<file path="config.mk">
export PLATFORM = sky130hd
export DESIGN_NAME = muldiv_iter
export DESIGN_NICKNAME = d
export VERILOG_FILES = /design/src/rtl/muldiv_iter.sv
export SDC_FILE = /design/constraint.sdc
export NUM_CORES = 1
export LEC_CHECK = 0
export CORE_MARGIN = 3
export CORE_UTILIZATION = 45
export DETAILED_ROUTE_END_ITERATION = 10
export PLACE_DENSITY_LB_ADDON = 0.25
export RECOVER_POWER = 100
export SETUP_SLACK_MARGIN = 0.05
export SLEW_MARGIN = 20
export SYNTH_ARGS = -nofsm -noshare
export SYNTH_HDL_FRONTEND = slang
export SYNTH_SLANG_ARGS = --single-unit
</file>
<file path="constraint.sdc">
create_clock -name clk_i -period 11.2 [get_ports clk_i]
set_clock_uncertainty 0.2 [all_clocks]
set_input_delay 1.12 -clock clk_i [delete_from_list [all_inputs] [get_ports clk_i]]
set_output_delay 1.12 -clock clk_i [all_outputs]
set_load 0.02 [all_outputs]
</file>
<file path="src/rtl/muldiv_iter.sv">
// Iterative unsigned multiply/divide: one bit per cycle, single operation in flight.
// Define MULDIV_DIV_EN to build the restoring divider; otherwise DIVU/REMU complete with zero.
module muldiv_iter #(
  parameter int unsigned ANCHO = 32,
  parameter int unsigned LARGO = 5
) (
  input  logic             clk_i,
  input  logic             reset_i,
  input  logic             start_i,
  input  logic [1:0]       op_i,
  input  logic [ANCHO-1:0] rs1_i,
  input  logic [ANCHO-1:0] rs2_i,
  input  logic [LARGO-1:0] rd_i,
  output logic             busy_o,
  output logic             done_o,
  output logic             we_o,
  output logic [LARGO-1:0] addr_rd_o,
  output logic [ANCHO-1:0] data_o
);

  localparam int unsigned CntW = $clog2(ANCHO + 1);
  localparam logic [CntW-1:0] CntInit = CntW'(ANCHO);
  localparam logic [CntW-1:0] CntLast = CntW'(1);

  typedef enum logic [1:0] {StIdle, StRun, StDone} state_e;

  state_e             state_q, state_d;
  logic [1:0]         op_q, op_d;
  logic [ANCHO-1:0]   opnd_q, opnd_d;
  logic [2*ANCHO-1:0] acc_q, acc_d;
  logic [CntW-1:0]    cnt_q, cnt_d;
  logic [LARGO-1:0]   rd_q, rd_d;
  logic [ANCHO-1:0]   data_q, data_d;
  logic [LARGO-1:0]   addr_q, addr_d;
  logic               done_q, done_d;
  logic               we_q, we_d;
  logic               busy_q, busy_d;

  logic [ANCHO:0]     mul_sum;
  logic [ANCHO-1:0]   result;

  // Multiply: acc holds {partial product, remaining bits of B}; opnd holds A.
  always_comb begin
    mul_sum = {1'b0, acc_q[2*ANCHO-1:ANCHO]} + (acc_q[0] ? {1'b0, opnd_q} : '0);
  end

`ifdef MULDIV_DIV_EN
  logic [ANCHO-1:0] rem_q, rem_d;
  logic [ANCHO:0]   rem_sh;
  logic [ANCHO-1:0] rem_sub;
  logic             q_bit;

  // Divide: acc low half shifts dividend out and quotient in; opnd holds the divisor.
  // The stored remainder is always below the divisor, so ANCHO bits suffice.
  always_comb begin
    rem_sh  = {rem_q, acc_q[ANCHO-1]};
    q_bit   = (rem_sh >= {1'b0, opnd_q});
    rem_sub = rem_sh[ANCHO-1:0] - opnd_q;
  end
`endif

  always_comb begin
    result = '0;
    case (op_q)
      2'b00:   result = acc_q[ANCHO-1:0];
      2'b01:   result = acc_q[2*ANCHO-1:ANCHO];
`ifdef MULDIV_DIV_EN
      2'b10:   result = acc_q[ANCHO-1:0];
      2'b11:   result = rem_q;
`endif
      default: result = '0;
    endcase
  end

  always_comb begin
    state_d = state_q;
    op_d    = op_q;
    opnd_d  = opnd_q;
    acc_d   = acc_q;
    cnt_d   = cnt_q;
    rd_d    = rd_q;
    data_d  = data_q;
    addr_d  = addr_q;
    done_d  = 1'b0;
    we_d    = 1'b0;
    busy_d  = done_q ? 1'b0 : busy_q;
`ifdef MULDIV_DIV_EN
    rem_d   = rem_q;
`endif

    case (state_q)
      StIdle: begin
        if (start_i) begin
          op_d    = op_i;
          rd_d    = rd_i;
          opnd_d  = op_i[1] ? rs2_i : rs1_i;
          acc_d   = {{ANCHO{1'b0}}, (op_i[1] ? rs1_i : rs2_i)};
          cnt_d   = CntInit;
          busy_d  = 1'b1;
          state_d = StRun;
`ifdef MULDIV_DIV_EN
          rem_d   = '0;
`else
          if (op_i[1]) begin
            state_d = StDone;
          end
`endif
        end
      end
      StRun: begin
        cnt_d = cnt_q - CntLast;
`ifdef MULDIV_DIV_EN
        if (op_q[1]) begin
          rem_d = q_bit ? rem_sub : rem_sh[ANCHO-1:0];
          acc_d = {acc_q[2*ANCHO-1:ANCHO], acc_q[ANCHO-2:0], q_bit};
        end else begin
          acc_d = {mul_sum, acc_q[ANCHO-1:1]};
        end
`else
        acc_d = {mul_sum, acc_q[ANCHO-1:1]};
`endif
        if (cnt_q == CntLast) begin
          state_d = StDone;
        end
      end
      StDone: begin
        data_d  = result;
        addr_d  = rd_q;
        done_d  = 1'b1;
        we_d    = (rd_q != '0);
        state_d = StIdle;
      end
      default: state_d = StIdle;
    endcase
  end

  always_ff @(posedge clk_i or posedge reset_i) begin
    if (reset_i) begin
      state_q <= StIdle;
      op_q    <= '0;
      opnd_q  <= '0;
      acc_q   <= '0;
      cnt_q   <= '0;
      rd_q    <= '0;
      data_q  <= '0;
      addr_q  <= '0;
      done_q  <= 1'b0;
      we_q    <= 1'b0;
      busy_q  <= 1'b0;
    end else begin
      state_q <= state_d;
      op_q    <= op_d;
      opnd_q  <= opnd_d;
      acc_q   <= acc_d;
      cnt_q   <= cnt_d;
      rd_q    <= rd_d;
      data_q  <= data_d;
      addr_q  <= addr_d;
      done_q  <= done_d;
      we_q    <= we_d;
      busy_q  <= busy_d;
    end
  end

`ifdef MULDIV_DIV_EN
  always_ff @(posedge clk_i or posedge reset_i) begin
    if (reset_i) begin
      rem_q <= '0;
    end else begin
      rem_q <= rem_d;
    end
  end
`endif

  assign busy_o    = busy_q;
  assign done_o    = done_q;
  assign we_o      = we_q;
  assign addr_rd_o = addr_q;
  assign data_o    = data_q;

endmodule

</file>
=== Word level (Yosys, flattened, before mapping) ===
Index checks and enable logic that the tools add are counted.

* Bits in registers: 151
* Input bits: 74
* Logic and storage cells: 43

* $add $sub $neg: 2
* Equal/unequal tests: 6
* Mux-type cells: 17
* Reduce and logical (&&, ||, !) cells: 7

{| class="wikitable"
|+ Operators by type and width
! cell !! count
|-
| 64-bit one-hot mux with 2 select lines || 1
|-
| 32-bit 2-to-1 mux || 3
|-
| 64-bit 2-to-1 mux || 1
|-
| 32-bit one-hot mux with 2 select lines || 1
|-
| 32-bit by 32-bit adder with 33-bit output || 1
|-
| 6-bit one-hot mux with 2 select lines || 1
|-
| 6-bit by 1-bit == test with 1-bit output, second input constant || 1
|-
| 2-bit 2-to-1 mux || 3
|-
| 6-bit 2-to-1 mux || 1
|-
| 2-bit AND reduction || 3
|-
| 6-bit by 1-bit subtractor with 6-bit output, second input constant || 1
|-
| 1-bit 2-to-1 mux || 5
|-
| 5-bit nonzero test || 1
|-
| 2-bit by 1-bit == test with 1-bit output, second input constant || 2
|-
| 2-bit zero test || 2
|-
| 2-bit != test, second input constant || 2
|-
| 2-bit one-hot mux with 2 select lines || 1
|-
| 2-bit == test, second input constant || 1
|-
| 2-bit nonzero test || 1
|}

=== Depth between registers and ports, before layout ===
Gate-level depths: netlist of the first run.

* Word-level depth: 3
* Mapped depth: 13
* Mapped depth without buffers: 13

=== Least setup slack after synthesis of the first run ===
No wires, ideal clock.

* Path type: reg-to-reg
* From: reg acc_q[0]
* To: reg acc_q[59]
* Setup time: 0.124 ns
* Arrival time: 2.555 ns
* Setup slack: 8.322 ns
* Cell stages (with the launch flop): 12
* Path buffers: 1
* Clock period less this slack: 2.878 ns
* Path through: dfrtp_1 clkbuf_1 and2_1 ha_1 and3_1 a211o_1 a31o_2 a41o_1 o31ai_4 o21ai_2 xnor2_1 o21ai_1

* Word-level cells in the longest chain between the ends: 3

{| class="wikitable"
|+ RTL lines
! item !! RTL line !! text
|-
| from (decl) || 30 || <nowiki>logic [2*ANCHO-1:0] acc_q, acc_d;</nowiki>
|-
| from (signal assigned) || 142 || <nowiki>acc_q <= '0;</nowiki>
|-
| from (signal assigned) || 154 || <nowiki>acc_q <= acc_d;</nowiki>
|-
| 32-bit 2-to-1 mux || 44 || <nowiki>mul_sum = {1'b0, acc_q[2*ANCHO-1:ANCHO]} + (acc_q[0] ? {1'b0, opnd_q} : '0);</nowiki>
|-
| 32-bit by 32-bit adder with 33-bit output || 44 ||
|-
| 64-bit one-hot mux with 2 select lines || 91 || <nowiki>case (state_q)</nowiki>
|}

Every way passes these cells.
A chain may end at the register's enable or synchronous reset.

=== Final worst setup path of the first run ===
* From: reg state_q[0]
* To: reg cnt_q[4]

* Word-level cells in the longest chain between the ends: 3
* Elaborated cells on any way between the ends: 6
* Classes of those cells: eq/ne (2); mux (1); reduce/logical (3)

{| class="wikitable"
|+ RTL lines
! item !! RTL line !! text
|-
| from (decl) || 27 || <nowiki>state_e state_q, state_d;</nowiki>
|-
| from (signal assigned) || 139 || <nowiki>state_q <= StIdle;</nowiki>
|-
| from (signal assigned) || 151 || <nowiki>state_q <= state_d;</nowiki>
|-
| 2-bit by 1-bit == test with 1-bit output / 2-bit zero test (equally long branches) || 91 ||
|-
| 2-bit nonzero test (no line) / 2-bit != test (equally long branches) || - ||
|-
| 2-bit AND reduction (no line) || - ||
|-
| to (signal assigned) || 155 || <nowiki>cnt_q <= cnt_d;</nowiki>
|-
| to (decl) || 31 || <nowiki>logic [CntW-1:0] cnt_q, cnt_d;</nowiki>
|}

Parallel ways exist; a longest one is shown, timed or not.

==> impl_metrics.json, run 1 <==
{
  "cts_made_buffers": 17,
  "chipHeight_um": 145,
  "drt-initial-drc-count": 470,
  "vias": 6941,
  "netlist_area_um2": 8630,
  "path_clk_slew_ns": 0.06,
  "synth_top_family_by_area": "compound AO/OA/AOI/OAI gates",
  "reg2reg_slack_ns": 5.20,
  "synth_ff_type": "dfrtp_1",
  "io_pins": 114,
  "cts.hold.buffers_added": 0,
  "place_inst": 1211,
  "synthAdderAreaFrac": 0.0516,
  "status": "complete, but fails checks",
  "synth-xor-area-share": 0.0294,
  "cts.sink_count": 151,
  "p_leak_uw": 0.00477,
  "ys_seq_elements": 151,
  "startpoint": "state_q[0]",
  "ys_types": 62,
  "place_ws_ns": 7.59,
  "synth-seq-area-share": 0.438,
  "r2r-start": "state_q[0]",
  "grt_pass1_vias": 7100,
  "violations": "capacitance limit, slew limit",
  "synth_fp_nets": 1028,
  "rsz0062_at_grt": "no",
  "power_density_nw_per_um2": 257,
  "cp.depth": 7,
  "setup_viol": 0,
  "grt_pass1_wl_um": 35400,
  "fin_crit_ns": 6.00,
  "viasPerCell": 5.59,
  "fill_cells": 1726,
  "fin_crit_sh": 0.536,
  "synth_edf_count": 0,
  "synth_top_cell_area_share": 0.438,
  "reg2regPathDepth": 7,
  "antenna_cells": 0,
  "worstSetupStartpointType": "flop",
  "worst_path_most_repeated_cell": "clkbuf_1",
  "path_class": "flop to flop",
  "crit_buf_inv": 3,
  "cts.htree.levels": 4,
  "gp_congestion": 0.870,
  "wirelength_um": 21000,
  "dieArea_um2": 20900,
  "rr_endpoint": "cnt_q[4]",
  "port-buffer-count": 113,
  "drive_gt1_frac": 0.0873,
  "cts_root_buf": "clkbuf_16",
  "cp_max_fo": 52,
  "maxCapViolations": 7,
  "coreArea_um2": 18800,
  "path_cells": "clkbuf_1 -> nor2b_2 -> clkbuf_1 -> nand2b_1 -> clkbuf_1 -> o311ai_0 -> o41ai_1",
  "hpwlAfterDp_um": 14000,
  "async_flop_share": 1.00,
  "routedWlPerCell_um": 16.9,
  "syn_area_per_cell_um2": 9.40,
  "finalSetupTns_ns": 0,
  "syn_inst": 919,
  "fmax_mhz": 167,
  "crit_path_end_kind": "flop",
  "route.detailed.drc": 0,
  "initial_core_util": 0.460,
  "cp.arrival_ns": 6.12,
  "post_cts_buffers": 0,
  "finalNonFillerCells": 1242,
  "ant_nets": 0,
  "fin_nets": 1105,
  "area_growth_pct": 21.5,
  "synth_compound_area_frac": 0.186,
  "synthSimpleGateAreaFrac": 0.135,
  "cts_max_path_buffers": 2,
  "slew_viol_final": 365,
  "tightestPinTransition_ns": 4.29,
  "hold_violations": 0,
  "track_usage": 0.211,
  "slew_headroom": -1.87,
  "setup_slack_ns": 5.20,
  "crit_path_top_delay_cell": "clkbuf_1",
  "max-vdd-ir-drop_v": 0.000110,
  "core.rowCount": 50,
  "crit_end": "cnt_q[4]",
  "die_x_um": 145,
  "hp-class": "flop to flop",
  "place_area_um2": 9860,
  "finalInstanceArea_um2": 10500,
  "power_uw": 2690,
  "crit_family": "buffers and inverters",
  "slowest_delay_ns": 1.58,
  "ys_warn_count": 0,
  "synth.largest_area_cell": "dfrtp_1",
  "cts_tree": "yes",
  "drtPass1Iterations": 6,
  "overflow": 0,
  "clock_latency_ns": 0.43,
  "synth_area_leaders": "dfrtp_1, nand2_1, o21ai_0",
  "postCtsResizedCells": 0,
  "antenna_found_initial": 0,
  "synthMuxAreaShare": 0.124,
  "worstPathRequired_ns": 11.32,
  "grt_start_max_net_pins": 98
}
cell usage in the layout (no fill, tap or decap), types with 3 or more instances in the layout:
cell             instances
a211oi_1                 4
a21o_1                  13
a21oi_1                 23
a22o_1                   3
a22oi_1                 32
a31oi_1                  5
and2_1                  32
and3_1                   4
buf_4                    4
bufinv_16                5
clkbuf_1                 5
clkbuf_16               17
clkdlybuf4s50_1         71
dfrtp_1                150
dlygate4sd3_1           41
ha_1                    34
inv_1                   12
inv_6                    3
mux2_2                  37
mux2i_1                 65
nand2_1                179
nand2b_1                 6
nand3_1                  6
nand4_1                  6
nor2_1                  16
nor2b_1                  4
nor3_1                   6
o211ai_1                 5
o21ai_0                139
o21ai_1                  4
o21ai_2                  3
o21bai_1                 5
xnor2_1                 16
xor2_1                  13
state kept, by name (all words and copies together) (netlist names), 2 cells and up:
name,cells
state_q,2
acc_q,64
data_o,32
rd_q,5
opnd_q,32
cnt_q,6
op_q,2
addr_rd_o,5
routing by layer:
layer  part of all wire  track usage
met5                  0            0
met2               0.48        0.355
met3              0.050       0.0479
met4              0.012       0.0447
met1               0.46        0.281
cells in the mapped netlist, types with 2 or more instances:
cell type and instances:
o21bai_1 6, nor3_1 6, and3_2 2, mux2i_1 65
o21ai_2 3, o31ai_4 2, nand2_1 179, o21ai_0 131
nand4_1 6, a22o_1 3, o22ai_1 2, xnor2_1 16
a21o_1 13, nand2b_1 6, clkbuf_1 47, and3_1 4
a31oi_1 5, nor2b_1 5, and2_1 32, inv_1 13
xor2_1 13, a211oi_1 4, o211ai_1 5, a41oi_1 2
nor2_1 16, o21ai_1 12, dfrtp_1 151, a21oi_1 23
a21oi_2 2, mux2_2 37, nand3_1 6, buf_1 8
ha_1 34, a22oi_1 32
logic make-up after synthesis:
group	count (synthesis)
DFF	151
muxes	102
buffers and inverters	75
xor gates and xnor gates	29
adders and majority gates	35
and+or+nand+nor	266
AOI/OAI and AO/OA	261
power breakdown:
| part | total, uW | internal [uW] | switching [uW] |
|---|---|---|---|
| Sequential | 986 | 782 | 204 |
| Combinational | 1070 | 450 | 621 |
| Clock | 635 | 407 | 228 |
| Total | 2690 | 1640 | 1050 |
cell type report:
class,instances,area (um^2),area share
multi-input cells,693,4550,0.434
clock buffers,20,457,0.0435
flip-flops and latches,151,3780,0.360
clock inverters,11,194,0.0185
inverters,13,50.0,0.00477
repair buffers,120,1170,0.111
well taps,234,293,0.0279
worst min-delay path by stage:
| stage | start | endpoint | cells past startpoint |
|---|---|---|---|
| after floorplan | op_q[1] | op_q[1] | 2 |
| after global placement | op_q[1] | op_q[1] | 2 |
| after detailed placement | op_q[1] | op_q[1] | 2 |
| after CTS | op_q[1] | op_q[1] | 2 |
| after global routing | opnd_q[28] | opnd_q[28] | 2 |
| final | done_o | busy_o | 1 |
stage by stage:
stage | hold slack, ns | util
6_report | 0.264 | 0.559
5_1_grt | 0.299 | 0.559
4_1_cts | 0.272 | 0.560
3_5_place_dp | 0.256 | 0.526
3_3_place_gp | 0.253 | 0.526
2_1_floorplan | 0.239 | -
No activity file was read; power rests on OpenSTA's default activity.
==> run 2: changes to the inputs <==
clock period = 5.1 ns   (was 11.2 ns; I/O delays follow)
==> run 2 against run 1 <==
Against the previous run:
- the run still ends with capacitance limit, slew limit left
- clock-buffer cell count is 6 higher
- largest power group unchanged
- sequential power is 120% higher
- combinational power is 120% higher
- clock power is 100% higher
- first-iteration DRC count is 6.4% lower
- final cell count is 0.24% higher
- power is 120% higher
- worst hold slack worse by 0.0075 ns
- sequential share of layout area is 0.13 points higher
- critical path depth is 1 lower
- critical path type unchanged
- global-route usage is 0.14 points lower
- routed wire length is 2.0% higher
==> impl_metrics.json, run 2 (same netlist as run 1, synthesis figures left out) <==
{
  "status": "complete, but fails checks",
  "violations": "capacitance limit, slew limit",
  "setup_viol": 0,
  "cts_tree": "yes",
  "place_inst": 1213,
  "power_density_nw_per_um2": 557,
  "track_usage": 0.210,
  "io_pins": 114,
  "wirelength_um": 21400,
  "p_leak_uw": 0.00477,
  "finalNonFillerCells": 1245,
  "route.detailed.drc": 0,
  "path_class": "flop to flop",
  "viasPerCell": 5.60,
  "die_x_um": 145,
  "crit_path_top_delay_cell": "clkbuf_2",
  "finalSetupTns_ns": 0,
  "grt_pass1_vias": 6921,
  "hp-class": "flop to flop",
  "hpwlAfterDp_um": 14400,
  "worstSetupStartpointType": "flop",
  "final_common_cell": "nand2_1",
  "crit_path_end_kind": "flop",
  "fin_util": 0.557,
  "cts.sink_count": 151,
  "area_growth_pct": 21.1,
  "maxCapViolations": 3,
  "fin_nets": 1107,
  "place_area_um2": 9880,
  "cts_max_path_buffers": 2,
  "slew_headroom": -1.08,
  "cts.htree.levels": 4,
  "drt-initial-drc-count": 440,
  "cts_root_buf": "clkbuf_16",
  "antenna_found_initial": 0,
  "max-vdd-ir-drop_v": 0.000261,
  "coreArea_um2": 18800,
  "port-buffer-count": 113,
  "cp.arrival_ns": 4.15,
  "drive_gt1_frac": 0.0890,
  "antenna_cells": 0,
  "chipHeight_um": 145,
  "overflow": 0,
  "power_uw": 5820,
  "vias": 6972,
  "ant_nets": 0,
  "gp_congestion": 0.880,
  "cp_max_fo": 56,
  "postCtsResizedCells": 0,
  "core.rowCount": 50,
  "path_cells": "clkbuf_1 -> o21bai_1 -> clkbuf_2 -> nand2_1 -> o311a_1 -> o211ai_1",
  "rsz0062_at_grt": "no",
  "r2r-start": "state_q[1]",
  "layout_common_cells": "nand2_1, dfrtp_1, o21ai_0, clkdlybuf4s50_1, mux2i_1",
  "post_cts_buffers": 0,
  "dieArea_um2": 20900,
  "slowest_delay_ns": 1.08,
  "path_clk_slew_ns": 0.06,
  "initial_core_util": 0.460,
  "cts_made_buffers": 17,
  "fin_crit_sh": 0.786,
  "tightestPinTransition_ns": 3.12,
  "drtPass1Iterations": 5,
  "worstPathRequired_ns": 5.24,
  "hold_violations": 0,
  "cts.hold.buffers_added": 0,
  "startpoint": "state_q[1]",
  "holdCritStartpoint": "done_o",
  "finalInstanceArea_um2": 10500,
  "grt_start_max_net_pins": 82,
  "slew_viol_final": 176,
  "top_register": "acc_q",
  "clock_latency_ns": 0.43,
  "routedWlPerCell_um": 17.2,
  "largest_reg_flops": 64,
  "fin_crit_ns": 4.01,
  "fmax_mhz": 249,
  "grt_pass1_wl_um": 34900
}
run 2: path summary, 6_finish.rpt:
check	endpoint	slack [ns]	cells past startpoint
worst max-delay path	acc_q[60]	1.09	6
worst min-delay path	busy_o	0.26	1
worst max register to register	acc_q[60]	1.09	6
worst min register to register	busy_o	0.26	1
max in group asynchronous	op_q[0]	1.37	2
min in group asynchronous	data_o[6]	1.31	2
run 2: per-stage QoR:
stage	hold WS [ns]	setup slack, ns
floorplan	0.239	0.325
global placement	0.239	1.61
detailed placement	0.256	1.48
CTS	0.265	1.47
global route	0.293	0.599
finish	0.257	1.09
run 2: power breakdown:
| part | switching, uW | total, uW | internal (uW) |
|---|---|---|---|
| sequential | 471 | 2190 | 1720 |
| combinational | 1360 | 2340 | 983 |
| clock | 490 | 1290 | 800 |
run 2: area by class of cell:
type	instances	area (um^2)
clock buffers	26	519
repair buffers	122	1180
flip-flops and latches	151	3780
fillers	1715	8310
multi-input cells	693	4540
inverters	13	48.8
well taps	234	293
clock inverters	6	87.6
run 2: layer usage:
metal  vias to the layer above  share of wire  track usage
li1                       3406              -            -
met1                      3363           0.47        0.288
met2                       175           0.48        0.348
met3                        28          0.041       0.0334
met4                         0          0.013       0.0555
met5                         -              0            0
run 2: worst max-delay path: cells and delay by family (launching register included):
family,cells,cell delay (ns)
AO/OA/AOI/OAI,3,0.79
buffers and inverters,2,2.09
flip-flops,1,0.71
AND/OR/NAND/NOR,1,0.11
